$ cat src/rtl/ahb_pkg.sv
// Shared AHB encodings, burst-length helper and arbiter state type.
// ARB_LOCKED only exists when AHB_ARB_LOCK_EN is defined.
package ahb_pkg;

    localparam int BEAT_CNT_W = 5;

    typedef enum logic [1:0] {
        HTRANS_IDLE   = 2'b00,
        HTRANS_BUSY   = 2'b01,
        HTRANS_NONSEQ = 2'b10,
        HTRANS_SEQ    = 2'b11
    } htrans_e;

    typedef enum logic [2:0] {
        HBURST_SINGLE = 3'b000,
        HBURST_INCR   = 3'b001,
        HBURST_WRAP4  = 3'b010,
        HBURST_INCR4  = 3'b011,
        HBURST_WRAP8  = 3'b100,
        HBURST_INCR8  = 3'b101,
        HBURST_WRAP16 = 3'b110,
        HBURST_INCR16 = 3'b111
    } hburst_e;

    typedef enum logic [1:0] {
        ARB_PARK   = 2'd0,
        ARB_OWN    = 2'd1,
        ARB_BURST  = 2'd2
`ifdef AHB_ARB_LOCK_EN
        , ARB_LOCKED = 2'd3
`endif
    } arb_state_e;

    // Fixed-length beat count; 0 means undefined length (SINGLE/INCR).
    function automatic logic [BEAT_CNT_W-1:0] burst_beats(input logic [2:0] burst);
        case (burst)
            HBURST_WRAP4,  HBURST_INCR4:  return 5'd4;
            HBURST_WRAP8,  HBURST_INCR8:  return 5'd8;
            HBURST_WRAP16, HBURST_INCR16: return 5'd16;
            default:                      return 5'd0;
        endcase
    endfunction

endpackage

$ cat src/rtl/ahb_arb_beat_cnt.sv
// Remaining-beat counter for fixed-length bursts: load, decrement, hold,
// and a flag marking the last outstanding beat.
module ahb_arb_beat_cnt
    import ahb_pkg::*;
(
    input  logic                  hclk,
    input  logic                  hreset,
    input  logic                  load,
    input  logic [BEAT_CNT_W-1:0] load_beats,
    input  logic                  dec,
    output logic [BEAT_CNT_W-1:0] count,
    output logic                  last
);

    logic [BEAT_CNT_W-1:0] cnt_q;

    // A load also accounts for the NONSEQ beat that triggered it.
    always_ff @(posedge hclk) begin
        if (hreset) begin
            cnt_q <= '0;
        end else if (load) begin
            cnt_q <= load_beats - 5'd1;
        end else if (dec && cnt_q != '0) begin
            cnt_q <= cnt_q - 5'd1;
        end
    end

    assign count = cnt_q;
    assign last  = (cnt_q == 5'd1);

endmodule

$ cat src/rtl/ahb_arbiter.sv
// Round-robin AHB bus arbiter with fixed-burst protection and bus parking.
// Define AHB_ARB_LOCK_EN to honour hlock (ARB_LOCKED state, hmastlock).
module ahb_arbiter
    import ahb_pkg::*;
#(
    parameter  int NUM_MASTERS    = 4,
    parameter  int DEFAULT_MASTER = 0,
    localparam int MW             = $clog2(NUM_MASTERS)
) (
    input  logic                   hclk,
    input  logic                   hreset,
    input  logic [NUM_MASTERS-1:0] hbusreq,
    input  logic [NUM_MASTERS-1:0] hlock,
    input  logic [1:0]             htrans,
    input  logic [2:0]             hburst,
    input  logic                   hready,
    output logic [NUM_MASTERS-1:0] hgrant,
    output logic [MW-1:0]          hmaster,
    output logic                   hmastlock,
    output logic [1:0]             dbg_state
);

    localparam logic [MW-1:0] DEF_IDX = MW'(DEFAULT_MASTER);

    arb_state_e            state_q, state_n;
    logic [MW-1:0]         gidx_q, gidx_n;
    logic [MW-1:0]         ptr_q, ptr_n;
    logic [MW-1:0]         hmaster_q;
    logic [NUM_MASTERS-1:0] hgrant_q;
    logic                  settled;
    logic                  do_arb;
    logic [MW:0]           pick;
    logic [BEAT_CNT_W-1:0] beats;
    logic [BEAT_CNT_W-1:0] cnt_val;
    logic                  cnt_last;
    logic                  cnt_load;
    logic                  cnt_dec;

    // First requester after 'last', wrapping; MSB flags that one was found.
    function automatic logic [MW:0] rr_pick(input logic [NUM_MASTERS-1:0] req,
                                            input logic [MW-1:0] last);
        logic [MW:0]   r;
        logic [MW-1:0] idx;
        r = '0;
        for (int i = NUM_MASTERS; i >= 1; i--) begin
            idx = MW'((int'(last) + i) % NUM_MASTERS);
            if (req[idx]) r = {1'b1, idx};
        end
        return r;
    endfunction

    function automatic logic [NUM_MASTERS-1:0] onehot(input logic [MW-1:0] idx);
        logic [NUM_MASTERS-1:0] v;
        v      = '0;
        v[idx] = 1'b1;
        return v;
    endfunction

    // hready is the only flow control: a cycle with hready=1 completes the
    // current address phase; hready=0 stalls every register in this block.
    // Bus signals belong to the granted master only once hmaster caught up.
    assign settled = (hmaster_q == gidx_q);
    assign pick    = rr_pick(hbusreq, ptr_q);
    assign beats   = burst_beats(hburst);

    always_comb begin
        state_n  = state_q;
        gidx_n   = gidx_q;
        ptr_n    = ptr_q;
        do_arb   = 1'b0;
        cnt_load = 1'b0;
        cnt_dec  = 1'b0;
        if (hready) begin
            case (state_q)
                ARB_PARK: do_arb = 1'b1;
                ARB_OWN: begin
                    if (settled) begin
                        if (htrans == HTRANS_NONSEQ && beats != '0) begin
                            cnt_load = 1'b1;
                            state_n  = ARB_BURST;
                        end else if (htrans == HTRANS_IDLE || !hbusreq[gidx_q]) begin
                            do_arb = 1'b1;
                        end
                    end
                end
                ARB_BURST: begin
                    if (settled) begin
                        if (htrans == HTRANS_SEQ && cnt_val != '0) begin
                            cnt_dec = 1'b1;
                            do_arb  = cnt_last;
                        end else if (htrans == HTRANS_IDLE) begin
                            do_arb = 1'b1;
                        end
                    end
                end
`ifdef AHB_ARB_LOCK_EN
                ARB_LOCKED: begin
                    if (settled) begin
                        if (htrans == HTRANS_NONSEQ && beats != '0) begin
                            cnt_load = 1'b1;
                        end else if (htrans == HTRANS_SEQ && cnt_val != '0) begin
                            cnt_dec = 1'b1;
                        end
                        // Unlocking mid-burst still lets the burst finish.
                        if (!hlock[gidx_q] && htrans != HTRANS_BUSY) begin
                            if (cnt_load || (cnt_dec && !cnt_last)) state_n = ARB_BURST;
                            else                                    do_arb  = 1'b1;
                        end
                    end
                end
`endif
                default: do_arb = 1'b1;
            endcase
        end

        if (do_arb) begin
`ifdef AHB_ARB_LOCK_EN
            if (settled && state_q != ARB_PARK && hlock[gidx_q]) begin
                state_n = ARB_LOCKED;
            end else
`endif
            if (pick[MW]) begin
                gidx_n  = pick[MW-1:0];
                ptr_n   = pick[MW-1:0];
                state_n = ARB_OWN;
`ifdef AHB_ARB_LOCK_EN
                if (hlock[pick[MW-1:0]]) state_n = ARB_LOCKED;
`endif
            end else begin
                gidx_n  = DEF_IDX;
                state_n = ARB_PARK;
            end
        end
    end

    always_ff @(posedge hclk) begin
        if (hreset) begin
            state_q   <= ARB_PARK;
            gidx_q    <= DEF_IDX;
            ptr_q     <= DEF_IDX;
            hmaster_q <= DEF_IDX;
            hgrant_q  <= onehot(DEF_IDX);
        end else if (hready) begin
            state_q   <= state_n;
            gidx_q    <= gidx_n;
            ptr_q     <= ptr_n;
            hmaster_q <= gidx_q;
            hgrant_q  <= onehot(gidx_n);
        end
    end

    ahb_arb_beat_cnt u_beat_cnt (
        .hclk       (hclk),
        .hreset     (hreset),
        .load       (cnt_load),
        .load_beats (beats),
        .dec        (cnt_dec),
        .count      (cnt_val),
        .last       (cnt_last)
    );

`ifdef AHB_ARB_LOCK_EN
    logic mastlock_q;

    always_ff @(posedge hclk) begin
        if (hreset)      mastlock_q <= 1'b0;
        else if (hready) mastlock_q <= hlock[gidx_q];
    end

    assign hmastlock = mastlock_q;
`else
    logic unused_hlock;
    assign unused_hlock = ^hlock;
    assign hmastlock    = 1'b0;
`endif

    assign hgrant    = hgrant_q;
    assign hmaster   = hmaster_q;
    assign dbg_state = state_q;

endmodule

$ cat config.mk
export PLATFORM = sky130hd
export DESIGN_NAME = ahb_arbiter
export DESIGN_NICKNAME = d
export VERILOG_FILES = /design/src/rtl/ahb_pkg.sv /design/src/rtl/ahb_arb_beat_cnt.sv /design/src/rtl/ahb_arbiter.sv
export SDC_FILE = /design/constraint.sdc
export NUM_CORES = 1
export LEC_CHECK = 0
export ABC_AREA = 1
export BUFFER_PORTS_ARGS = -buffer_cell sky130_fd_sc_hd__clkbuf_2
export CORE_MARGIN = 3
export CORE_UTILIZATION = 55
export DETAILED_ROUTE_END_ITERATION = 12
export GPL_ROUTABILITY_DRIVEN = 0
export GPL_TIMING_DRIVEN = 0
export PLACE_DENSITY_LB_ADDON = 0.3
export SLEW_MARGIN = 10
export SYNTH_ARGS = -nofsm -noshare
export SYNTH_HDL_FRONTEND = slang
export SYNTH_SLANG_ARGS = --single-unit
$ cat constraint.sdc
create_clock -name hclk -period 2.9 [get_ports hclk]
set_clock_uncertainty 0.2 [all_clocks]
set_input_delay 0.58 -clock hclk [delete_from_list [all_inputs] [get_ports hclk]]
set_output_delay 0.58 -clock hclk [all_outputs]
set_load 0.05 [all_outputs]
* Yosys cells after proc, flatten, opt, wreduce, memory -nomap -nowiden *
Cells that the tools add are included.

operators by class
  $mul = 0
  shifts and indexed selects = 0
  add/subtract/negate cells = 6
  magnitude comparators = 7
  mux-type cells = 42
  divide/modulo/power cells = 0
  reduce and logical (&&, ||, !) cells = 18
  bitwise gates (word level) = 0
  equal/unequal tests = 12

operators with widths
  kind                 count
  $mux 1               22
  $lt 2x3->1 const B   6
  $pmux 5 s3           1
  $eq 3x3->1 const B   4
  $mux 2               6
  $mux 3               4
  $bmux 1 s2           5
  $mux 5               2
  $reduce_bool 5->1    2
  $sub 5x1->5 const B  2
  $reduce_bool 2->1    4
  $eq 2x2->1 const B   3
  $eq 3x2->1 const B   2
  $reduce_or 2->1      3
  $eq 5x1->1 const B   1
  $add 2x1->2 const B  2
  $add 2x2->2 const B  2
  $logic_and 1x1->1    4
  $reduce_and 4->1     1
  $reduce_and 3->1     1
  $demux 1 s2          1
  $eq 2x1->1 const B   1
  $eq 2x2->1           1
  $ge 2x1->1 const B   1
  4 further kinds      4

storage, ports and cells
  memories kept = 0
  flip-flop bits (word level) = 17
  bits in writable memories = 0
  ROM bits = 0
  latch bits = 0
  output and inout bits = 9
  input port bits = 16

* Longest topological paths before layout *
Gate-level depths: netlist of the first run.

  word-level depth = 14
  mapped depth = 15

* Modules after synthesis *
A second synthesis of the first run with hierarchy kept.

second synthesis, totals
  cell total of the unflattened synthesis = 217
  area total of the unflattened synthesis = 1303.8 um2

by module, submodules not included
  module            cells each  area each (um2)  times used
  ahb_arbiter       143         863.3            1
  ahb_arb_beat_cnt  74          440.4            1

* Least setup slack after synthesis of the first run *
OpenSTA, ideal clock, no wires.

  path type = reg2reg
  start = reg state_q[0] (netlist: dbg_state[0])
  end = reg hgrant_q[2] (netlist: hgrant[2])
  path slack = 887 ps
  required time = 2578 ps
  stages on the path, launching flop included = 13
  period minus slack after synthesis = 2013 ps
  arrival time = 1691 ps
  path through = dfxtp_1 -> inv_1 -> ha_1 -> inv_1 -> nor2_1 -> a21oi_1 -> nand2_1 -> nand2_2 -> nand2_2 -> nand2_2 -> nand2_2 -> nor2_1 -> nor3_2

on the way
  longest elaborated chain between the ends = 8
  elaborated cells between the ends (all ways) = 10

ends and longest elaborated chain
  element                                                         RTL line            text
  start, declared                                                 ahb_arbiter.sv:25   arb_state_e state_q, state_n;
  start signal, assigned                                          ahb_arbiter.sv:144  state_q <= state_n;
  $eq 2x2->1 or $eq 2x1->1 (tied branches)                        ahb_arbiter.sv:74   case (state_q)
  $pmux 1 s2 (*)                                                  ahb_arbiter.sv:74
  $mux 1 (*)                                                      ahb_arbiter.sv:73   if (hready) begin
  $mux 2 (*)                                                      ahb_arbiter.sv:116  if (do_arb) begin
  $lt 2x3->1 (implied by the code) or $ge 2x1->1 (tied branches)  ahb_arbiter.sv:55   v[idx] = 1'b1;
  $logic_and 1x1->1 (implied by the code)                         ahb_arbiter.sv:55
  $mux 1 (implied by the code)                                    ahb_arbiter.sv:55
  $demux 1 s2 (*)                                                 ahb_arbiter.sv:55
  end signal, assigned                                            ahb_arbiter.sv:142  hgrant_q <= onehot(DEF_IDX);
  end signal, assigned                                            ahb_arbiter.sv:148  hgrant_q <= onehot(gidx_n);
  end, declared                                                   ahb_arbiter.sv:29   logic [NUM_MASTERS-1:0] hgrant_q;

Every way passes the cells marked *; elsewhere a longest branch is shown, timed or not.
A chain may end at the register's enable or synchronous reset.

* Final worst setup path of the first run *
  start = reg u_beat_cnt.cnt_q[0] (netlist: u_beat_cnt.count[0])
  end = reg hgrant_q[1] (netlist: hgrant[1])

on the way
  longest elaborated chain between the ends = 11
  elaborated cells between the ends (all ways) = 13

ends and longest elaborated chain
  element                                                         RTL line                text
  start, declared                                                 ahb_arb_beat_cnt.sv:15  logic [BEAT_CNT_W-1:0] cnt_q;
  start signal, assigned                                          ahb_arb_beat_cnt.sv:22  cnt_q <= load_beats - 5'd1;
  start signal, assigned                                          ahb_arb_beat_cnt.sv:24  cnt_q <= cnt_q - 5'd1;
  $reduce_bool 5->1                                               ahb_arbiter.sv:88       if (htrans == HTRANS_SEQ && cnt_val != '0) begin
  $logic_and 1x1->1                                               ahb_arbiter.sv:88
  $mux 1 (*)                                                      ahb_arbiter.sv:88
  $mux 1 (*)                                                      ahb_arbiter.sv:87       if (settled) begin
  $pmux 1 s2 (*)                                                  ahb_arbiter.sv:74
  $mux 1 (*)                                                      ahb_arbiter.sv:73
  $mux 2 (*)                                                      ahb_arbiter.sv:116
  $lt 2x3->1 (implied by the code) or $ge 2x1->1 (tied branches)  ahb_arbiter.sv:55
  $logic_and 1x1->1 (implied by the code)                         ahb_arbiter.sv:55
  $mux 1 (implied by the code)                                    ahb_arbiter.sv:55
  $demux 1 s2 (*)                                                 ahb_arbiter.sv:55

Marks and branches as above.

==> results of run 1 <==
## state kept, by name (all words and copies together), names as in the netlist
register,cells
gidx_q,2
u_beat_cnt.count,5
hgrant,4
ptr_q,2
hmaster,2
dbg_state,2
## routing by layer
layer | wire [µm] | track usage [%]
met5 | 0 | 0
met4 | 32 | 8.51
met3 | 79 | 4.56
met2 | 1220 | 37.0
met1 | 1030 | 19.7
## power by group
group / total, mW / internal (mW) / switching (mW)
clock: 0.122 / 0.0532 / 0.0683
sequential: 0.298 / 0.270 / 0.0278
combinational: 0.478 / 0.162 / 0.316
total: 0.898 / 0.486 / 0.412
## worst paths after layout
| path | cells after the start | end | slack, ns | startpoint |
|---|---|---|---|---|
| min reg2reg | 2 | hgrant[3] | 0.28 | hgrant[3] |
| max reg2reg | 13 | hgrant[1] | 0.96 | u_beat_cnt.count[0] |
| max | 13 | hgrant[1] | 0.96 | u_beat_cnt.count[0] |
| min | 2 | hgrant[3] | 0.28 | hgrant[3] |
## Yosys cell counts (all sizes together)
master / number
nor4: 1
a31oi: 1
nor3: 3
o41ai: 1
nor2: 15
nand4: 1
nand3: 12
a211oi: 1
nand2: 51
xnor2: 2
xor2: 3
conb: 1
clkbuf: 2
buf: 3
a21oi: 12
dfxtp: 17
nand3b: 1
inv: 34
ha: 7
or2: 1
o21ai: 14
## cells by family (layout without fill, tap and decap cells)
kind of cell               after synthesis  count (layout)  share of synthesized area, %
xor gates and xnor gates                 5               5                          3.67
AOI/OAI and AO/OA                       29              29                          13.1
other                                    1               1                         0.314
adders and majority gates                7               7                          7.34
DFF                                     17              17                          28.5
buffers and inverters                   39              61                          14.8
and+or+nand+nor                         85              85                          32.2
## area by class of cell
type	count	area, µm²
multi-input cells	127	676
fillers	197	659
flip-flops and latches	17	340
inverters	34	128
repair buffers	18	90.1
plain buffers	5	48.8
well taps	27	33.8
clock buffers	4	26.3
## worst max-delay path, stage by stage, from the launching register on
cell     delay (ns)
dfxtp_1        0.39
inv_1          0.09
ha_1           0.21
nand3_1        0.10
nand3_1        0.09
a21oi_1        0.13
nand2_1        0.07
nand2_2        0.10
nand2_2        0.09
nand2_2        0.07
nand2_2        0.06
inv_1          0.07
nand3_1        0.08
a21oi_2        0.12
==> summary by stage, run 1 <==
Synth
The synthesized net count is 206. Counting distinct cell types in the post-synthesis netlist gives 30. The sequential fraction of the synthesis area is 28.5%. The Yosys step of the flow raised 0 warnings. The per-instance average area after synthesis is 6.52 µm². The gate count of the mapped netlist is 183. Of the post-synthesis cell area, the dominant cell type holds 28.5%. The largest area contributor in the synthesized netlist is dfxtp_1. Sorting the synthesized cells by area gives the leading types as dfxtp_1, nand2_1, inv_1. The register bit count reported by yosys is 17. The cell area after technology mapping is 1190 µm².

Clock network
The cell at the root of the clock tree is clkbuf_4. After clock tree synthesis, the flow added hold-fix buffers numbering 0. In this run the number of H-tree levels came out at 1. The later pin in the worst-skew pair is clocked with a latency of 0.28 ns. The CTS buffer count is 3. The TritonCTS clock tree is done. The count of clock tree sinks is 17.

The post-cts gate resize count is 0. No sink is reached through more buffers than the 2 on the longest clock path. Buffers added to address setup during post-CTS repair amount to 0. After clock tree synthesis, the clock-pin slew on the worst setup and hold paths is 0.09 ns.

Die
The die area is 2760 µm². Measured along the y axis, the die boundary spans 52.6 µm. Once the floorplan was initialized, standard cells occupied 59.6% of the core.

The area of the core is 2000 µm². The number of placement rows is 16. The number of primary I/O pins is 25.

The die is 52.6 µm wide.

Flow run
The number of max-cap violations is 0.

STA
The final-report max-slew violation count is 0. After layout, the minimum clock period comes to 1.94 ns. The worst pin sits at a relative slew slack of 63.8%.

The worst hold slack after final layout is 0.276 ns. Setup repair after global routing left no endpoint under its margin. The period utilization is 66.8%. Setup total negative slack on the finished layout was measured at 0 ns.

The worst setup margin is 0.964 ns. For the pin with the worst max-slew slack, the measured transition is 0.536 ns. The maximum frequency from static timing analysis is 0.516 GHz. Setup violations remaining at the end of the flow were counted as 0. The count of endpoints failing hold in the final timing report was 0.

Worst hold path
The worst hold path belongs to the class reg2reg.

Status
The run finished with clean final reports.

Power and ir drop
Dividing total power by cell area gives a power density of 669 nW/µm². The design draws 0.898 mW. For this design the static power due to leakage is 0.727 nW. VDD sags by at most 470 µV.

Route
The starting DRC count in detailed routing is 17. The count of TritonRoute iterations in the first routing pass is 4. The routed layout has 1142 vias.

The mean routed wirelength per cell is 10.2 µm. For this block, the routed nets add up to 2360 µm of wire. The post-detailed-route count of antenna-violating nets is 0. In the routed design, unresolved DRC markers number 0. The vias per cell is 4.92.

Place
The number of instances in the placed design is 228. Timing analysis after detailed placement gives a worst setup slack of 0.709 ns. The placement-stage cell area is 1320 µm². The count of input and output buffers is 18.

After legalization and detailed placement, the total HPWL measured 1930 µm.

Global route
Global routing used 19.5% of the available tracks. The initial antenna violation count is 0. The wire length of the first global-routing pass is 4100 µm. The overflow left after global routing is 0. The number of global-route vias before repair is 1117. The largest net degree at the start of global routing is 11.

Final layout
Cells fill 67.1% of the core in the end. The growth of design area from synthesis to finish is 12.6%. The top cell types in the final layout, fill and taps aside, are nand2_1, inv_1, clkbuf_2, dfxtp_1, nor2_1. The fraction of layout instances using a drive strength above 1 is 19.0%. 0 antenna diodes ended up in the layout. The most common cell after layout, fill and taps aside is nand2_1. The total non-filler cell area in the finished layout is 1340 µm². After the flow finishes, the layout carries non-filler instances totaling 232. The final layout contains 229 nets.

Worst setup path
The worst-path maximum fanout is 4. The worst setup path category is reg2reg. The category of the worst setup path launch point is a register. STA classifies the critical path endpoint as a register. Data arrives at the worst endpoint at 1.95 ns. The required time of the critical path is 2.92 ns.
(Power assumes the default switching activity.)
==> run 2: changes to the inputs <==
ABC_AREA = 0   (was 1)
CORE_UTILIZATION = 53   (was 55)
clock period = 1.9 ns   (was 2.9 ns; I/O delays follow)
==> run 2 against run 1 <==
The flow now finishes with violations (setup timing). Sequential share of layout area fell by 2.2 points. Sequential cell count did not move. Register-to-register slack worse by 1.1 ns. First-iteration DRC count rose to 4.3 times the previous value. Clock power grew 70%. Critical path type unchanged. Utilization is 9.8 points higher. Via count grew 2.1%. Combinational power is 11% lower. Routed wire length is 34% higher. Global-route usage grew 4.6 points. Maximum frequency is 4.3% lower. Sequential power grew 37%.
==> summary by stage, run 2 <==
Final layout
The number of nets in the finished design is 190. The utilization after layout is 76.9%. The growth of design area from synthesis to finish is 32.6%. The register with the most flip-flops in the layout has 5 of them.

In the layout the commonest cells are clkbuf_2, buf_4, nor2_1, inv_1, dfxtp_1. The finished cells cover 1550 µm². The fraction of layout instances using a drive strength above 1 is 43.4%. The most common cell after layout, fill and taps aside is clkbuf_2. The number of antenna diodes in the final layout is 0.

Worst hold path
The worst-case hold path end point is u_beat_cnt.count[3]. The class of the most critical hold timing path is in2reg. The startpoint identified for the worst hold timing path is hreset. Counting instances, the worst hold path has a depth of 2.

Clock network
The clock passes through at most 2 buffers. In this run, CTS created clock tree buffers numbering 3. The cell at the root of the clock tree is clkbuf_4. The count of clock tree sinks is 17.

CTS built an H-tree with a depth of 1. TritonCTS built the clock tree. The clock transition at the registers of the reported paths is 0.11 ns. Clock latency on the worst-skew pair, taken at its later pin, is 0.30 ns.

The number of hold buffers added after CTS is 0.

Synth
The number of nets in the synthesized netlist is 153. The number of enable flip-flop cells after synthesis is 0. Of all flip-flops after synthesis, the portion carrying an async set or reset was 0%. For this run, the number of Yosys warnings is 0.

After synthesis the netlist holds a flip-flop and latch count of 17. Among all flip-flop cells after synthesis, the most frequent one is dfxtp_1. After synthesis, the cell types taking the most area are dfxtp_1, ha_1, xor2_4. The per-instance average area after synthesis is 9.02 µm². After synthesis, the largest family of logic cells by area is compound AO/OA/AOI/OAI gates. The distinct cell type count after synthesis is 46.

The gate count of the mapped netlist is 130. Summed over all instances, the cell type with the most area after synthesis is dfxtp_1. Of the total synthesized cell area, the portion taken by XOR and XNOR cells is 5.44%. The portion of synthesized cell area occupied by the leading cell type is 29.0%. The arithmetic-cell share of the synthesized area counting full adders, half adders and majority gates is 7.47%.

The post-synthesis compound-gate area fraction is 25.7%. Summing the sequential cell areas from Yosys gives 29.0% of the chip area. The library cell with the highest instance count after synthesis is dfxtp_1.

The area fraction in and, or, nand and nor cells after synthesis is 20.1%. By count the netlist is led by dfxtp_1, inv_1, nor2_1, ha_1. Multiplexer cells account for 3.63% of the synthesized area. The cell area after technology mapping is 1170 µm².

Power and ir drop
IR analysis of the VDD net gives a maximum drop of 472 µV. The final total power is 1.04 mW. Summed over all cells, the static leakage comes to 0.646 nW. The areal power density over the cells is 669 nW/µm².

Route
The mean routed wirelength per cell is 16.3 µm. The starting DRC count in detailed routing is 73. The pre-antenna-repair detailed-routing pass consisted of 5 iterations. The post-detailed-route count of antenna-violating nets is 0. The detailed router placed 1166 vias in this run. Dividing the detail-routed via count by the number of cells gives 6.04. In the routed design, unresolved DRC markers number 0.

The routed wire length is 3150 µm.

Die
The number of placement rows is 16. 25 I/O pins were placed. In this run the vertical extent of the chip is 53.0 µm. The area of the core is 2020 µm². The initial cell density of the core is 58.0%. In this run the horizontal extent of the chip is 53.0 µm. The floorplan step defined a die boundary enclosing 2810 µm².

Worst setup path
The required time of the critical path is 1.87 ns. Traced cell by cell, the critical path runs through or3_1, o211ai_1, o221a_1, buf_6, buf_12, o311a_1, a311oi_2. The worst setup path category is reg2reg. Setup slack on the worst reg-to-reg path comes out at -0.12 ns. The number of buffers and inverters on the critical path is 2. The worst setup path startpoint is u_beat_cnt.count[2]. The category of the worst setup path launch point is a register. The worst-path maximum fanout is 5. In this run the critical register-to-register path is launched from u_beat_cnt.count[2]. The cell family contributing the most delay on the critical path is compound AO/OA/AOI/OAI gates. The critical path's slowest cell is or3_1. The count of cells along the worst register-to-register path is 7. The data arrival at the endpoint of the critical path is 1.99 ns. The endpoint kind of the worst setup timing path is a register. The worst register-to-register path ends at hgrant[1]. For this run, the slowest stage of the critical path takes 0.38 ns.

Status
The run finished, with violations left. The final reports fail on setup timing.

STA
The count of endpoints failing hold in the final timing report is 0. The maximum frequency from static timing analysis is 0.494 GHz. The worst hold slack after final layout is 0.138 ns. The worst path in the final design needs a cycle of 2.02 ns, including I/O delays and setup. The measured slew at the worst slew-check pin is 0.877 ns. Setup violations remaining at the end of the flow were counted as 11. Measured against its own limit, the worst slew margin works out to 41.2%. The worst setup margin is -0.124 ns. The period utilization is 107%. The final-report max-slew violation count came to 0. Setup repair after global routing could not meet its margin everywhere.

Global route
The largest net degree at the start of global routing is 11. Global routing finished with a remaining overflow of 0. The global-route total usage across every layer is 24.1%. The initial antenna violation count is 0.

The wire length of the first global-routing pass is 4920 µm. The number of global-route vias before repair is 1066.

Place
The post-DP HPWL is 1950 µm. The count of input and output buffers is 18. The worst slack at placement is -0.311 ns. After detailed placement, the total cell area comes to 1330 µm².

Flow run
Max-cap violations in this run came to 0.
## run 2: metal layers
| layer | GRT usage (%) | wire length (µm) | vias to the layer above |
|---|---|---|---|
| met5 | 0 | 0 | - |
| li1 | - | - | 550 |
| met2 | 39.3 | 1460 | 60 |
| met4 | 8.94 | 56 | 0 |
| met3 | 3.38 | 201 | 10 |
| met1 | 31.9 | 1440 | 546 |
## run 2: metrics by stage
stage               cells  setup TNS [ns]
finish                193          -0.840
detailed placement    175           -2.78
global placement      175           -1.64
global route          193           -1.69
floorplan             130          -0.265
CTS                   189          -0.386
## run 2: cells by family (layout without fill, tap and decap cells)
logic type / Yosys count / in the layout
AOI/OAI and AO/OA: 38 / 38
xor gates and xnor gates: 3 / 3
adders and majority gates: 7 / 7
buffers and inverters: 18 / 54
DFF: 17 / 17
muxes: 4 / 4
other: 1 / 1
and+or+nand+nor: 42 / 42
## run 2: timing repair
action,in CTS,in global routing
setup buffers,10,4
gates resized for setup,12,10
setup endpoints to repair,14,14
pin swaps,7,7
## run 2: cell type report
class                   count  area [µm²]
clock inverters             1        5.00
well taps                  27        33.8
clock buffers               3        22.5
multi-input cells          95         818
repair buffers             32         211
fillers                   134         468
plain buffers               7        60.1
flip-flops and latches     17         359
inverters                  11        43.8
## run 2: power breakdown
part,internal (mW),leakage (nW),switching [mW]
Clock,0.0785,0.0177,0.129
Combinational,0.175,0.485,0.250
Sequential,0.384,0.144,0.0225
Total,0.638,0.646,0.402
## run 2: how the worst max path moves through the flow
| stage | to | slack [ns] | cells past startpoint |
|---|---|---|---|
| 3_3_place_gp | hgrant[0] | -0.23 | 9 |
| 3_5_place_dp | hgrant[0] | -0.31 | 9 |
| 5_1_grt | hgrant[1] | -0.20 | 7 |
| 6_report | hgrant[1] | -0.12 | 7 |
| 2_1_floorplan | hgrant[0] | -0.13 | 8 |
| 4_1_cts | hgrant[0] | -0.08 | 8 |
## run 2: worst register-to-register path, delay by kind of cell, from the launching register on
kind | cells | cell delay [ns]
AOI/OAI and AO/OA | 4 | 0.72
DFF | 1 | 0.37
buffers and inverters | 2 | 0.23
and+or+nand+nor | 1 | 0.38
